### src/rtl/clock_set_controller_if.sv
// Button/tick inputs and counter-drive outputs of the clock set controller.
// The slave side belongs to the controller.
interface clock_set_controller_if;
  logic       i_tick;
  logic       i_btn_up;
  logic       i_btn_down;
  logic       i_btn_mode;
  logic       o_sec_up;
  logic       o_sec_down;
  logic       o_min_up;
  logic       o_min_down;
  logic       o_hour_up;
  logic       o_hour_down;
  logic [1:0] o_mode;

  modport master (
    output i_tick, i_btn_up, i_btn_down, i_btn_mode,
    input  o_sec_up, o_sec_down, o_min_up, o_min_down,
    input  o_hour_up, o_hour_down, o_mode
  );

  modport slave (
    input  i_tick, i_btn_up, i_btn_down, i_btn_mode,
    output o_sec_up, o_sec_down, o_min_up, o_min_down,
    output o_hour_up, o_hour_down, o_mode
  );
endinterface

### src/rtl/clock_set_controller.sv
// RUN/SET mode controller: debounces UP/DOWN/MODE, turns ticks and
// presses (with auto-repeat) into 1-cycle up/down pulses for the counters.
module clock_set_controller #(
  parameter int DEBOUNCE_CYCLES = 20000,
  parameter int HOLD_CYCLES     = 500000,
  parameter int REPEAT_CYCLES   = 100000
) (
  input  logic                   i_clk,
  input  logic                   i_rstn,
  clock_set_controller_if.slave  bus
);
  localparam int DW = $clog2(DEBOUNCE_CYCLES + 1);
  localparam int HW = $clog2(HOLD_CYCLES + 1);
  localparam int RW = $clog2(REPEAT_CYCLES + 1);

  typedef enum logic [1:0] {
    RUN      = 2'd0,
    SET_HOUR = 2'd1,
    SET_MIN  = 2'd2,
    SET_SEC  = 2'd3
  } mode_e;

  logic [2:0]         raw;
  logic [2:0]         deb;
  logic [2:0]         deb_q;
  logic [2:0]         press;
  logic [2:0][DW-1:0] db_cnt;

  mode_e       state_q, state_d;
  logic        hold_q, hold_d;
  logic        hdn_q, hdn_d;
  logic        rep_q, rep_d;
  logic [HW-1:0] hcnt_q, hcnt_d;
  logic [RW-1:0] rcnt_q, rcnt_d;
  logic [5:0]  pulse_q, pulse_d;
  logic        fu, fd;
  logic        held;
  logic        dual;

  // bit 0 = UP, bit 1 = DOWN, bit 2 = MODE
  assign raw = {bus.i_btn_mode, bus.i_btn_down, bus.i_btn_up};

  always_ff @(posedge i_clk or negedge i_rstn) begin
    if (!i_rstn) begin
      deb    <= '0;
      deb_q  <= '0;
      db_cnt <= '0;
    end else begin
      deb_q <= deb;
      for (int b = 0; b < 3; b++) begin
        if (raw[b] == deb[b]) begin
          db_cnt[b] <= '0;
        end else if (db_cnt[b] == DW'(DEBOUNCE_CYCLES - 1)) begin
          deb[b]    <= raw[b];
          db_cnt[b] <= '0;
        end else begin
          db_cnt[b] <= db_cnt[b] + DW'(1);
        end
      end
    end
  end

  assign press = deb & ~deb_q;
  assign held  = hdn_q ? deb[1] : deb[0];
  // a press while the opposite button is held counts as a clear
  assign dual  = (press[0] & press[1]) |
                 (press[0] & deb[1]) |
                 (press[1] & deb[0]);

  always_ff @(posedge i_clk or negedge i_rstn) begin
    if (!i_rstn) begin
      state_q <= RUN;
      hold_q  <= 1'b0;
      hdn_q   <= 1'b0;
      rep_q   <= 1'b0;
      hcnt_q  <= '0;
      rcnt_q  <= '0;
      pulse_q <= '0;
    end else begin
      state_q <= state_d;
      hold_q  <= hold_d;
      hdn_q   <= hdn_d;
      rep_q   <= rep_d;
      hcnt_q  <= hcnt_d;
      rcnt_q  <= rcnt_d;
      pulse_q <= pulse_d;
    end
  end

  always_comb begin
    state_d = state_q;
    hold_d  = hold_q;
    hdn_d   = hdn_q;
    rep_d   = rep_q;
    hcnt_d  = hcnt_q;
    rcnt_d  = rcnt_q;
    pulse_d = '0;
    fu      = 1'b0;
    fd      = 1'b0;

    if (state_q == RUN && bus.i_tick) pulse_d[5] = 1'b1;

    if (press[2]) begin
      unique case (state_q)
        RUN:      state_d = SET_HOUR;
        SET_HOUR: state_d = SET_MIN;
        SET_MIN:  state_d = SET_SEC;
        SET_SEC:  state_d = RUN;
      endcase
      hold_d = 1'b0;
      rep_d  = 1'b0;
      hcnt_d = '0;
      rcnt_d = '0;
    end else if (state_q != RUN) begin
      if (dual) begin
        fu     = 1'b1;
        fd     = 1'b1;
        hold_d = 1'b0;
        rep_d  = 1'b0;
        hcnt_d = '0;
        rcnt_d = '0;
      end else if (press[0] | press[1]) begin
        fu     = press[0];
        fd     = press[1];
        hold_d = 1'b1;
        hdn_d  = press[1];
        rep_d  = 1'b0;
        hcnt_d = '0;
        rcnt_d = '0;
      end else if (hold_q) begin
        if (!held) begin
          hold_d = 1'b0;
          rep_d  = 1'b0;
          hcnt_d = '0;
          rcnt_d = '0;
        end else if (!rep_q) begin
          if (hcnt_q == HW'(HOLD_CYCLES - 1)) begin
            rep_d  = 1'b1;
            rcnt_d = '0;
            fu     = ~hdn_q;
            fd     = hdn_q;
          end else begin
            hcnt_d = hcnt_q + HW'(1);
          end
        end else begin
          if (rcnt_q == RW'(REPEAT_CYCLES - 1)) begin
            rcnt_d = '0;
            fu     = ~hdn_q;
            fd     = hdn_q;
          end else begin
            rcnt_d = rcnt_q + RW'(1);
          end
        end
      end
    end

    unique case (state_q)
      RUN:      ;
      SET_HOUR: pulse_d[1:0] = {fu, fd};
      SET_MIN:  pulse_d[3:2] = {fu, fd};
      SET_SEC:  pulse_d[5:4] = {fu, fd};
    endcase
  end

  assign bus.o_sec_up    = pulse_q[5];
  assign bus.o_sec_down  = pulse_q[4];
  assign bus.o_min_up    = pulse_q[3];
  assign bus.o_min_down  = pulse_q[2];
  assign bus.o_hour_up   = pulse_q[1];
  assign bus.o_hour_down = pulse_q[0];
  assign bus.o_mode      = state_q;
endmodule

### src/flat_wrapper.sv
// flat-port wrapper written by rule: the top's interface ports become plain ports
module clock_set_controller_flat 
#(
  parameter int DEBOUNCE_CYCLES = 20000,
  parameter int HOLD_CYCLES     = 500000,
  parameter int REPEAT_CYCLES   = 100000
)
  (i_clk, i_rstn, bus_i_tick, bus_i_btn_up, bus_i_btn_down, bus_i_btn_mode, bus_o_sec_up, bus_o_sec_down, bus_o_min_up, bus_o_min_down, bus_o_hour_up, bus_o_hour_down, bus_o_mode);
  clock_set_controller_if bus_i ();
  input  logic i_clk;
  input  logic i_rstn;
  input wire logic [$bits(bus_i.i_tick)-1:0] bus_i_tick;
  input wire logic [$bits(bus_i.i_btn_up)-1:0] bus_i_btn_up;
  input wire logic [$bits(bus_i.i_btn_down)-1:0] bus_i_btn_down;
  input wire logic [$bits(bus_i.i_btn_mode)-1:0] bus_i_btn_mode;
  output wire logic [$bits(bus_i.o_sec_up)-1:0] bus_o_sec_up;
  output wire logic [$bits(bus_i.o_sec_down)-1:0] bus_o_sec_down;
  output wire logic [$bits(bus_i.o_min_up)-1:0] bus_o_min_up;
  output wire logic [$bits(bus_i.o_min_down)-1:0] bus_o_min_down;
  output wire logic [$bits(bus_i.o_hour_up)-1:0] bus_o_hour_up;
  output wire logic [$bits(bus_i.o_hour_down)-1:0] bus_o_hour_down;
  output wire logic [$bits(bus_i.o_mode)-1:0] bus_o_mode;
  assign bus_i.i_tick = bus_i_tick;
  assign bus_i.i_btn_up = bus_i_btn_up;
  assign bus_i.i_btn_down = bus_i_btn_down;
  assign bus_i.i_btn_mode = bus_i_btn_mode;
  assign bus_o_sec_up = bus_i.o_sec_up;
  assign bus_o_sec_down = bus_i.o_sec_down;
  assign bus_o_min_up = bus_i.o_min_up;
  assign bus_o_min_down = bus_i.o_min_down;
  assign bus_o_hour_up = bus_i.o_hour_up;
  assign bus_o_hour_down = bus_i.o_hour_down;
  assign bus_o_mode = bus_i.o_mode;
  clock_set_controller #(.DEBOUNCE_CYCLES(DEBOUNCE_CYCLES), .HOLD_CYCLES(HOLD_CYCLES), .REPEAT_CYCLES(REPEAT_CYCLES)) u_core (.i_clk(i_clk), .i_rstn(i_rstn), .bus(bus_i));
endmodule
### config.mk
export PLATFORM = sky130hd
export DESIGN_NAME = clock_set_controller_flat
export DESIGN_NICKNAME = d
export VERILOG_FILES = /design/src/rtl/clock_set_controller_if.sv /design/src/rtl/clock_set_controller.sv /design/src/flat_wrapper.sv
export SDC_FILE = /design/constraint.sdc
export NUM_CORES = 1
export LEC_CHECK = 0
export CORE_UTILIZATION = 29
export DETAILED_ROUTE_END_ITERATION = 7
export PLACE_DENSITY = 0.46
export RECOVER_POWER = 50
export SYNTH_ARGS = -nofsm -noshare
export SYNTH_HDL_FRONTEND = slang
export SYNTH_SLANG_ARGS = --single-unit
### constraint.sdc
create_clock -name i_clk -period 2 [get_ports i_clk]
set_clock_uncertainty 0.15 [all_clocks]
set_input_delay 0.4 -clock i_clk [delete_from_list [all_inputs] [get_ports i_clk]]
set_output_delay 0.4 -clock i_clk [all_outputs]
set_load 0.1 [all_outputs]
* Word level (Yosys, flattened, before mapping)
Index checks and enable logic that the tools add are counted.
** Storage, ports and cells
- Register bits :: 98
- Input port bits :: 6
- Output and inout port bits :: 8
- Logic and storage cells :: 120
** Cells by class
- $add $sub $neg :: 5
- Equality and inequality tests :: 14
- Multiplexer cells :: 61
- Bitwise logic cells :: 14
- Reductions and logical operators :: 12
** Operators with widths (count)
- 17-bit two-way mux :: 9
- 19-bit two-way mux :: 8
- 15-bit two-way mux :: 6
- 15-bit by 1-bit adder with 15-bit output (second input constant) :: 3
- 15-bit == test (second input constant) :: 3
- 1-bit two-way mux :: 34
- 19-bit by 1-bit adder with 19-bit output (second input constant) :: 1
- 19-bit == test (second input constant) :: 1
- 17-bit by 1-bit adder with 17-bit output (second input constant) :: 1
- 17-bit == test (second input constant) :: 1
- 5-bit by 4-bit != test with 1-bit output (second input constant) :: 2
- 2-bit one-hot mux with 4 select lines :: 1
- 2-bit AND reduction :: 4
- 4-bit AND reduction :: 2
- 2-bit two-way mux :: 3
- 6-bit by 4-bit != test with 1-bit output (second input constant) :: 1
- 1-bit inverter :: 6
- 2-bit == test (second input constant) :: 2
- 2-bit nonzero test :: 2
- 4-bit nonzero test :: 1
- 1-bit AND :: 3
- 3-bit AND :: 1
- 1-bit == test :: 3
- 3-bit inverter :: 1
- other kinds (5) :: 7

* Longest topological paths before layout
Gate-level depths: netlist of the first run.
- Depth after elaboration :: 10
- Gate-level depth with buffers :: 9
- Mapped depth without buffers :: 7

* Least setup slack after synthesis of the first run
No wires, ideal clock.
- Kind :: flip-flop to flip-flop
- Start point :: reg u_core.state_q[0], in the netlist u_core.bus.o_mode[0]
- End point :: reg u_core.rcnt_q[8]
- Library setup time :: 0.119 ns
- Data arrival time :: 2.568 ns
- Required time :: 1.731 ns
- Setup slack :: -0.837 ns
- Stages on the path, launching flop included :: 9
- Path buffers :: 1
- Clock period less this slack :: 2.837 ns
- Path through :: dfrtp_1 > inv_1 > ha_1 > clkbuf_1 > a31oi_2 > nor2_2 > a2111oi_1 > xnor2_1 > nor2_2
** On the way
- Cells in the longest elaborated chain, start to end :: 3
** Ends and longest elaborated chain
- start, declared :: line clock_set_controller.sv:29 : mode_e state_q, state_d;
- start signal, assigned :: line clock_set_controller.sv:80 : state_q <= state_d;
- 2-bit nonzero test :: line clock_set_controller.sv:114 : end else if (state_q != RUN) begin
- 2-bit nonzero test (no source line)
- 3-bit AND reduction (no source line)
- end signal, assigned :: line clock_set_controller.sv:85 : rcnt_q <= rcnt_d;
- end, declared :: line clock_set_controller.sv:34 : logic [RW-1:0] rcnt_q, rcnt_d;
No other way between the ends.
A chain may end at the register's enable or synchronous reset.

* Worst setup path after layout of the first run
- Start point :: reg u_core.hcnt_q[1]
- End point :: reg u_core.rcnt_q[13]
** On the way
- Cells in the longest elaborated chain, start to end :: 3
** Ends and longest elaborated chain
- start, declared :: line clock_set_controller.sv:33 : logic [HW-1:0] hcnt_q, hcnt_d;
- start signal, assigned :: line clock_set_controller.sv:84 : hcnt_q <= hcnt_d;
- 19-bit == test :: line clock_set_controller.sv:137 : if (hcnt_q == HW'(HOLD_CYCLES - 1)) begin
- 6-bit by 4-bit != test with 1-bit output (no source line)
- 3-bit AND reduction (no source line)
No other way between the ends.

==> run summary, run 1 <==
- status: finished with violations
- failing checks: negative setup slack
- total of flip-flops plus latches after synthesis: 98
- Synth area leader: dfrtp_1
- flip-flop cell with the highest count after synthesis: dfrtp_1
- number of max-capacitance violations reported: 0
- count of nets after finishing: 629
- TritonCTS clock tree: done
- x dimension of the die: 134 um
- final worst-path setup slack: -24.1 ps
- initial antenna violation count: 0
- largest net degree at the start of global routing: 34
- required time of the critical path: 2090 ps
- clock buffers created by TritonCTS: 9
- Synth Instances: 523
- power density relative to cell area: 820 nW/um2
- 1st-pass router iterations: 4
- most used cells in the layout excluding fill and tap cells: dfrtp_1, nor2_1, buf_4
- post-synthesis sequential area ratio: 48.4%
- type of the most critical hold path: flip-flop to flip-flop
- kind of end point of the critical path: flip-flop
- category of the most critical setup path: flip-flop to flip-flop
- number of buffers on the longest clock path: 2
- total length of routed wires: 11,300 um
- number of cells on the worst hold path: 1
- initial core utilization: 30.1%
- maximum vdd drop: 0.000473 V
- slew at the pin closest to its max-slew limit: 627 ps
- overall power after layout: 5.41 mW
- post-synthesis average cell area: 9.68 um2
- floorplan die height: 134 um
- final cycle utilization of the critical path: 101%
- crit path to: u_core.rcnt_q[13]
- Core ar.: 16,800 um2
- nets in the synthesized netlist: 538
- full die area: 18,000 um2
- reg2reg path depth: 8
- cell area after technology mapping: 5060 um2
- vias in the first global route: 4,034
- setup slack of the most critical reg-to-reg path: -20 ps
- async set-reset flop share out of synthesis: 100%
- post-route minimum period: 2020 ps
- Core Util, Final: 39.2%
- reg-to-reg critical path endpoint: u_core.rcnt_q[13]
- startpoint type of the worst setup path: flip-flop
- count of antenna-violating nets left after detailed routing: 0
- number of placed I/O pins: 14
- beginning of the critical path: u_core.hcnt_q[1]
- overall via count from detail_route: 3,977
- clock latency on the worst-skew pair: 350 ps
- area fraction of the dominant cell type after synthesis: 48.4%
- max-slew violations: 0
- cell types with the largest area share after synthesis: dfrtp_1, nor2_1, xnor2_1
- worst slew margin relative to its limit: 58.2%
- worst flop-to-flop path startpoint: u_core.hcnt_q[1]
- wire length of the first global-routing pass: 19,700 um
- total number of placement rows: 47
- count of different cell masters after synthesis: 63
- most frequent standard cell in the layout excluding fill and tap cells: dfrtp_1
- number of synthesized flops with an enable pin: 0
- Num Clock Sinks: 98
- Inserted Diodes: 0
- endpoint arrival time on the critical path: 2110 ps
- routed vias/inst: 4.75
- endpoints failing hold: 0
- combined global-route utilization of all metal layers: 13.9%
- IO Port Bufs: 13
- H-Tree Depth: 3
- total half-perimeter wirelength after legalization and detailed placement: 8040 um
- Leakage: 2.76 nW
- DRC violations left: 0
- ratio of cells with drive above 1 in the final layout: 23.9%
- FMAX: 0.494 GHz
- highest fanout seen on the critical path: 18
- RSZ-0062 raised after global routing: true
- CTS root buf: clkbuf_16
- Routability Congestion: 0.759
- GR Overflow Total: 0
- First DRT Iteration DRCs: 173
- synth-to-layout area growth: 30.2%
- clock slew at the register clock pins of the worst setup and hold paths: 70 ps
- Syn. warnings: 0
- setup-violating endpoint count in the final report: 8
- wire per inst: 13.5 um
synth_stat cells, types with 5 or more instances:
library cell  instances
nand2_1              48
nor2_1               83
o21ai_1               9
inv_1                15
a21oi_1              15
o21ai_0              27
xnor2_1              28
xor2_1               27
and2_1                7
nand3_1              32
ha_1                  9
nor3_1                7
o31ai_1               8
dfrtp_1              98
nand2b_1              6
nand4_1              10
a2111oi_2             5
clkbuf_1              5
and3_1               13
cell type report:
| cell class | instances | area [um2] |
|---|---|---|
| flip-flops and latches | 98 | 2460 |
| clock buffers | 11 | 243 |
| multi-input cells | 396 | 2660 |
| repair buffers | 94 | 853 |
| well taps | 220 | 275 |
| fillers | 1690 | 10200 |
| inverters | 15 | 56.3 |
| clock inverters | 4 | 51.3 |
where the power goes:
group,internal [mW],switching [mW],total [mW]
combinational,0.594,0.895,1.49
clock,1.00,0.751,1.75
sequential,2.09,0.0794,2.17
total,3.68,1.73,5.41
sequential cells by signal, summed over array words and instances (netlist names):
| signal | cells |
|---|---|
| u_core.deb | 3 |
| u_core.pulse_q | 6 |
| u_core.hold_q | 1 |
| u_core.db_cnt | 45 |
| u_core.hcnt_q | 19 |
| u_core.rep_q | 1 |
| u_core.rcnt_q | 17 |
| u_core.hdn_q | 1 |
| u_core.bus.o_mode | 2 |
| u_core.deb_q | 3 |
layer usage:
metal | vias up | GRT usage (%) | routed length (um)
met3 | 10 | 2.99 | 263
met2 | 34 | 22.1 | 5230
met5 | - | 0 | 0
met1 | 1938 | 18.3 | 5630
li1 | 1995 | - | -
met4 | 0 | 5.49 | 160
metrics by stage:
stage | instances | worst slack [ps] | setup TNS [ps] | hold WS, ps | instance area, um2
2_1_floorplan | 523 | -234 | -2800 | -45.6 | 5190
4_1_cts | 838 | -40.3 | -358 | 326 | 6570
3_3_place_gp | 819 | -55.8 | -538 | 166 | 6220
3_5_place_dp | 819 | -98.3 | -1230 | 165 | 6220
5_1_grt | 838 | -146 | -4060 | 351 | 6600
6_report | 838 | -24.1 | -97.7 | 333 | 6600
worst min path at each step:
stage	from	to	slack, ps
finish	u_core.db_cnt[15]	u_core.db_cnt[15]	330
global route	u_core.db_cnt[15]	u_core.db_cnt[15]	350
CTS	i_rstn	u_core.db_cnt[29]	330
detailed placement	i_rstn	u_core.db_cnt[27]	170
global placement	i_rstn	u_core.db_cnt[27]	170
floorplan	i_rstn	u_core.db_cnt[0]	-50
critical path: stages (launching register included):
cell	delay [ps]
dfrtp_1	350
ha_2	190
nand3_2	80
nor3b_2	240
a31oi_2	160
buf_12	200
a2111oi_2	330
xnor2_1	170
nor2_1	60
cell families after synthesis:
logic type	count (synthesis)	synth area share, %
AND/OR/NAND/NOR	241	24.4
adder cells (fa/ha/maj)	9	2.22
XOR/XNOR	55	9.51
buffers and inverters	29	2.82
AO/OA/AOI/OAI	84	11.1
multiplexers	7	1.53
flip-flops	98	48.4
repair_timing:
| action | in CTS | in global routing |
|---|---|---|
| endpoints found under the setup margin | 23 | 42 |
| hold buffers | 1 | 0 |
| pin swaps | 5 | 1 |
| buffers inserted | 3 | 0 |
| cloned | 0 | 0 |
| gates resized for setup | 3 | 11 |
| endpoints found under the hold margin | 15 | 0 |
No activity file was read; power rests on OpenSTA's default activity.
==> inputs of run 2 (changes only) <==
--- a/config.mk
+++ b/config.mk
@@ -9,6 +9,7 @@
 export DETAILED_ROUTE_END_ITERATION = 7
 export PLACE_DENSITY = 0.46
 export RECOVER_POWER = 50
+export SLEW_MARGIN = 5
 export SYNTH_ARGS = -nofsm -noshare
 export SYNTH_HDL_FRONTEND = slang
 export SYNTH_SLANG_ARGS = --single-unit
==> results of run 2 <==
Final layout, timing and power as in run 1 (identical DEF).
==> edit, RTL diff (settings of run 1) <==
`REPEAT_CYCLES` is set to 100000 in 2 places; all go to 50000.
--- a/src/rtl/clock_set_controller.sv
+++ b/src/rtl/clock_set_controller.sv
@@ -5,3 +5,3 @@
   parameter int HOLD_CYCLES     = 500000,
-  parameter int REPEAT_CYCLES   = 100000
+  parameter int REPEAT_CYCLES   = 50000
 ) (
--- a/src/flat_wrapper.sv
+++ b/src/flat_wrapper.sv
@@ -5,3 +5,3 @@
   parameter int HOLD_CYCLES     = 500000,
-  parameter int REPEAT_CYCLES   = 100000
+  parameter int REPEAT_CYCLES   = 50000
 )
Function: same outputs for any inputs over 10 cycles, from zero or initial values and one cycle with i_rstn low; that may be too few to reach the edited logic, so the function may still have changed.
==> edit against run 1 <==
The run still ends with negative setup slack left. Wire length grew 6.5%. Sequential cell count shrank 1. Worst setup slack lost 0.28 ns. Final area grew 3.5%. Power grew 3.7%. Fmax shrank 12%. Final cell count grew 4.7%. Area after synthesis grew 0.94%. Critical path type unchanged.
==> edit: results (changes against run 1) <==
INFO  metric run_status = complete, but fails checks
INFO  metric violated_checks = negative setup slack
INFO  metric cpPeakStageDelay = 0.54 ns (+0.19 ns)
INFO  metric tritoncts.num_buffers = 9 (unchanged)
INFO  metric synth-seq-area-share = 47.48% (-0.94 points)
INFO  metric mappedNetlistNets = 555 (+3.2%)
INFO  metric irDropWorstVdd = 0.5323 mV (+13%)
INFO  metric fill_cells = 1695 (+0.30%)
INFO  metric netlist_top_cells_area = sky130_fd_sc_hd__dfrtp_1, sky130_fd_sc_hd__nor2_1, sky130_fd_sc_hd__xnor2_1
INFO  metric clock_tree.htree_level_count = 3 (unchanged)
INFO  metric ctsRootBufferMaster = sky130_fd_sc_hd__clkbuf_16
INFO  metric p_leak = 0.002822 µW (+2.2%)
INFO  metric all_layer_global_routing_usage = 14.14% (+0.25 points)
INFO  metric registers_with_the_most_flip_flops = u_core.db_cnt x45, u_core.hcnt_q x19, u_core.rcnt_q x16
INFO  metric gp_congestion = 0.8115 (+7.0%)
INFO  metric clk_pin_slew = 0.07 ns (about the same)
INFO  metric antennaDiodeCount = 0 (unchanged)
INFO  metric yosys_warnings = 0 (unchanged)
INFO  metric cts-root-to-sink-buffers = 2 (unchanged)
INFO  metric worstSkewPairLatency = 0.35 ns (about the same)
INFO  metric postLayoutSetupSlackWorst = -0.3035 ns (-0.2794 ns)
INFO  metric place_hpwl = 8649 µm (+7.6%)
INFO  metric cp_max_fo = 4 (-14)
INFO  metric setup-tns-final = -5.018 ns (-4.920 ns)
INFO  metric finalSetupViolCount = 30 (+22)
INFO  metric grt_pass1_wl = 20420 µm (+3.6%)
INFO  metric detailedRoute.firstIterationViolations = 171 (-1.2%)
INFO  metric timing.max_slew.rel_slack = 45.11% (-13 points)
INFO  metric port_buffers = 13 (unchanged)
INFO  metric grt_antenna_before_repair = 0 (unchanged)
INFO  metric viasPerCell = 4.875 (+2.7%)
INFO  metric grt_start_max_net_pins = 30 (-12%)
INFO  metric totalWireLength = 12020 µm (+6.5%)
INFO  metric synth.lib_cells_used.distinct = 56 (-11%)
INFO  metric final_nets = 662 (+5.2%)
INFO  metric number_of_global_route_vias_before_repair = 4228 (+4.8%)
INFO  metric dr.pass1.iters = 4 (unchanged)
INFO  metric ys_dominant_reg_cell = sky130_fd_sc_hd__dfrtp_1
INFO  metric slowest_stage = sky130_fd_sc_hd__or4_4
INFO  metric synth_top_cells_by_count = sky130_fd_sc_hd__dfrtp_1, sky130_fd_sc_hd__nor2_1, sky130_fd_sc_hd__nand2_1
INFO  metric cp_data_arrival_time = 2.38 ns (+0.27 ns)
INFO  metric drive_gt1_share = 27.30% (+3.4 points)
edit: changes by cell type after synthesis, sizes merged, moves of 6 or more:
cell,delta
xor2,-6
xnor2,-7
or4,+17
nand4,+9
a21oi,+13
nor2,-19
o31ai,+10
o21ai,-16
edit: final timing paths:
check	depth (start not counted)	startpoint	to	slack [ns]
worst max register to register	5	u_core.rcnt_q[11]	u_core.rcnt_q[0]	-0.30
min in group asynchronous	2	i_rstn	u_core.deb_q[2]	0.54
worst min-delay path	1	u_core.db_cnt[0]	u_core.db_cnt[0]	0.33
max in group asynchronous	3	i_rstn	u_core.db_cnt[29]	0.26
worst max-delay path	5	u_core.rcnt_q[11]	u_core.rcnt_q[0]	-0.30
worst min register to register	1	u_core.db_cnt[0]	u_core.db_cnt[0]	0.33
edit: per-stage QoR:
step | cells | hold slack (ns) | setup slack [ns] | cell area (µm²) | total power [µW]
after floorplan | 540 | -0.04559 | -0.2724 | 5248 | 3248
after global placement | 853 | 0.2500 | -0.3428 | 6337 | 3886
after detailed placement | 853 | 0.2495 | -0.3985 | 6337 | 3902
after CTS | 873 | 0.3321 | -0.3131 | 6699 | 5674
after global routing | 877 | 0.3575 | -0.3729 | 6825 | 5928
final | 877 | 0.3277 | -0.3035 | 6825 | 5609
edit: cell families (layout without fill, tap and decap cells):
kind of cell,count (synthesis),count (layout),share of synthesized area (%)
flops,97,97,47.48
mux,8,8,1.689
simple gates,255,255,26.51
fa+ha+maj,9,9,2.203
compound gates,92,92,11.50
xor+xnor,42,42,7.195
buf+inv,37,149,3.426
edit: final cells by class:
cell class                      instances  share of cell area (%)
Sequential cell                        97                   35.67
Timing Repair Buffer                  113                   14.41
Multi-Input combinational cell        406                   40.46
Clock buffer                           11                   3.703
Clock inverter                          5                  0.5316
Inverter                               20                   1.100
Tap cell                              225                   4.125
edit: critical path: cells and delay by family (launching register included):
kind             cells  cell delay [ns]
DFF                  1             0.37
muxes                1             0.27
and+or+nand+nor      4             1.40
edit: layer usage:
metal,track usage (%),vias to the layer above,part of all wire [%]
li1,-,2159,-
met1,19.00,2064,49
met2,23.14,36,48
met3,2.102,16,1.9
met4,4.931,0,1.5
met5,0,-,0
edit: where the power goes:
part	leakage (µW)	internal (µW)	switching (µW)	total (µW)
Clock	0.000146	919	777	1700
Combinational	0.00136	690	1070	1760
Sequential	0.00132	2070	82.5	2160
Total	0.00282	3680	1930	5610
edit: repair_timing:
item                                    CTS  global route
hold buffers                              1             0
gates resized for setup                   8            27
hold endpoints to repair                 25             0
buffers inserted                          3             5
endpoints found under the setup margin   33            53
pin swaps                                 6             6
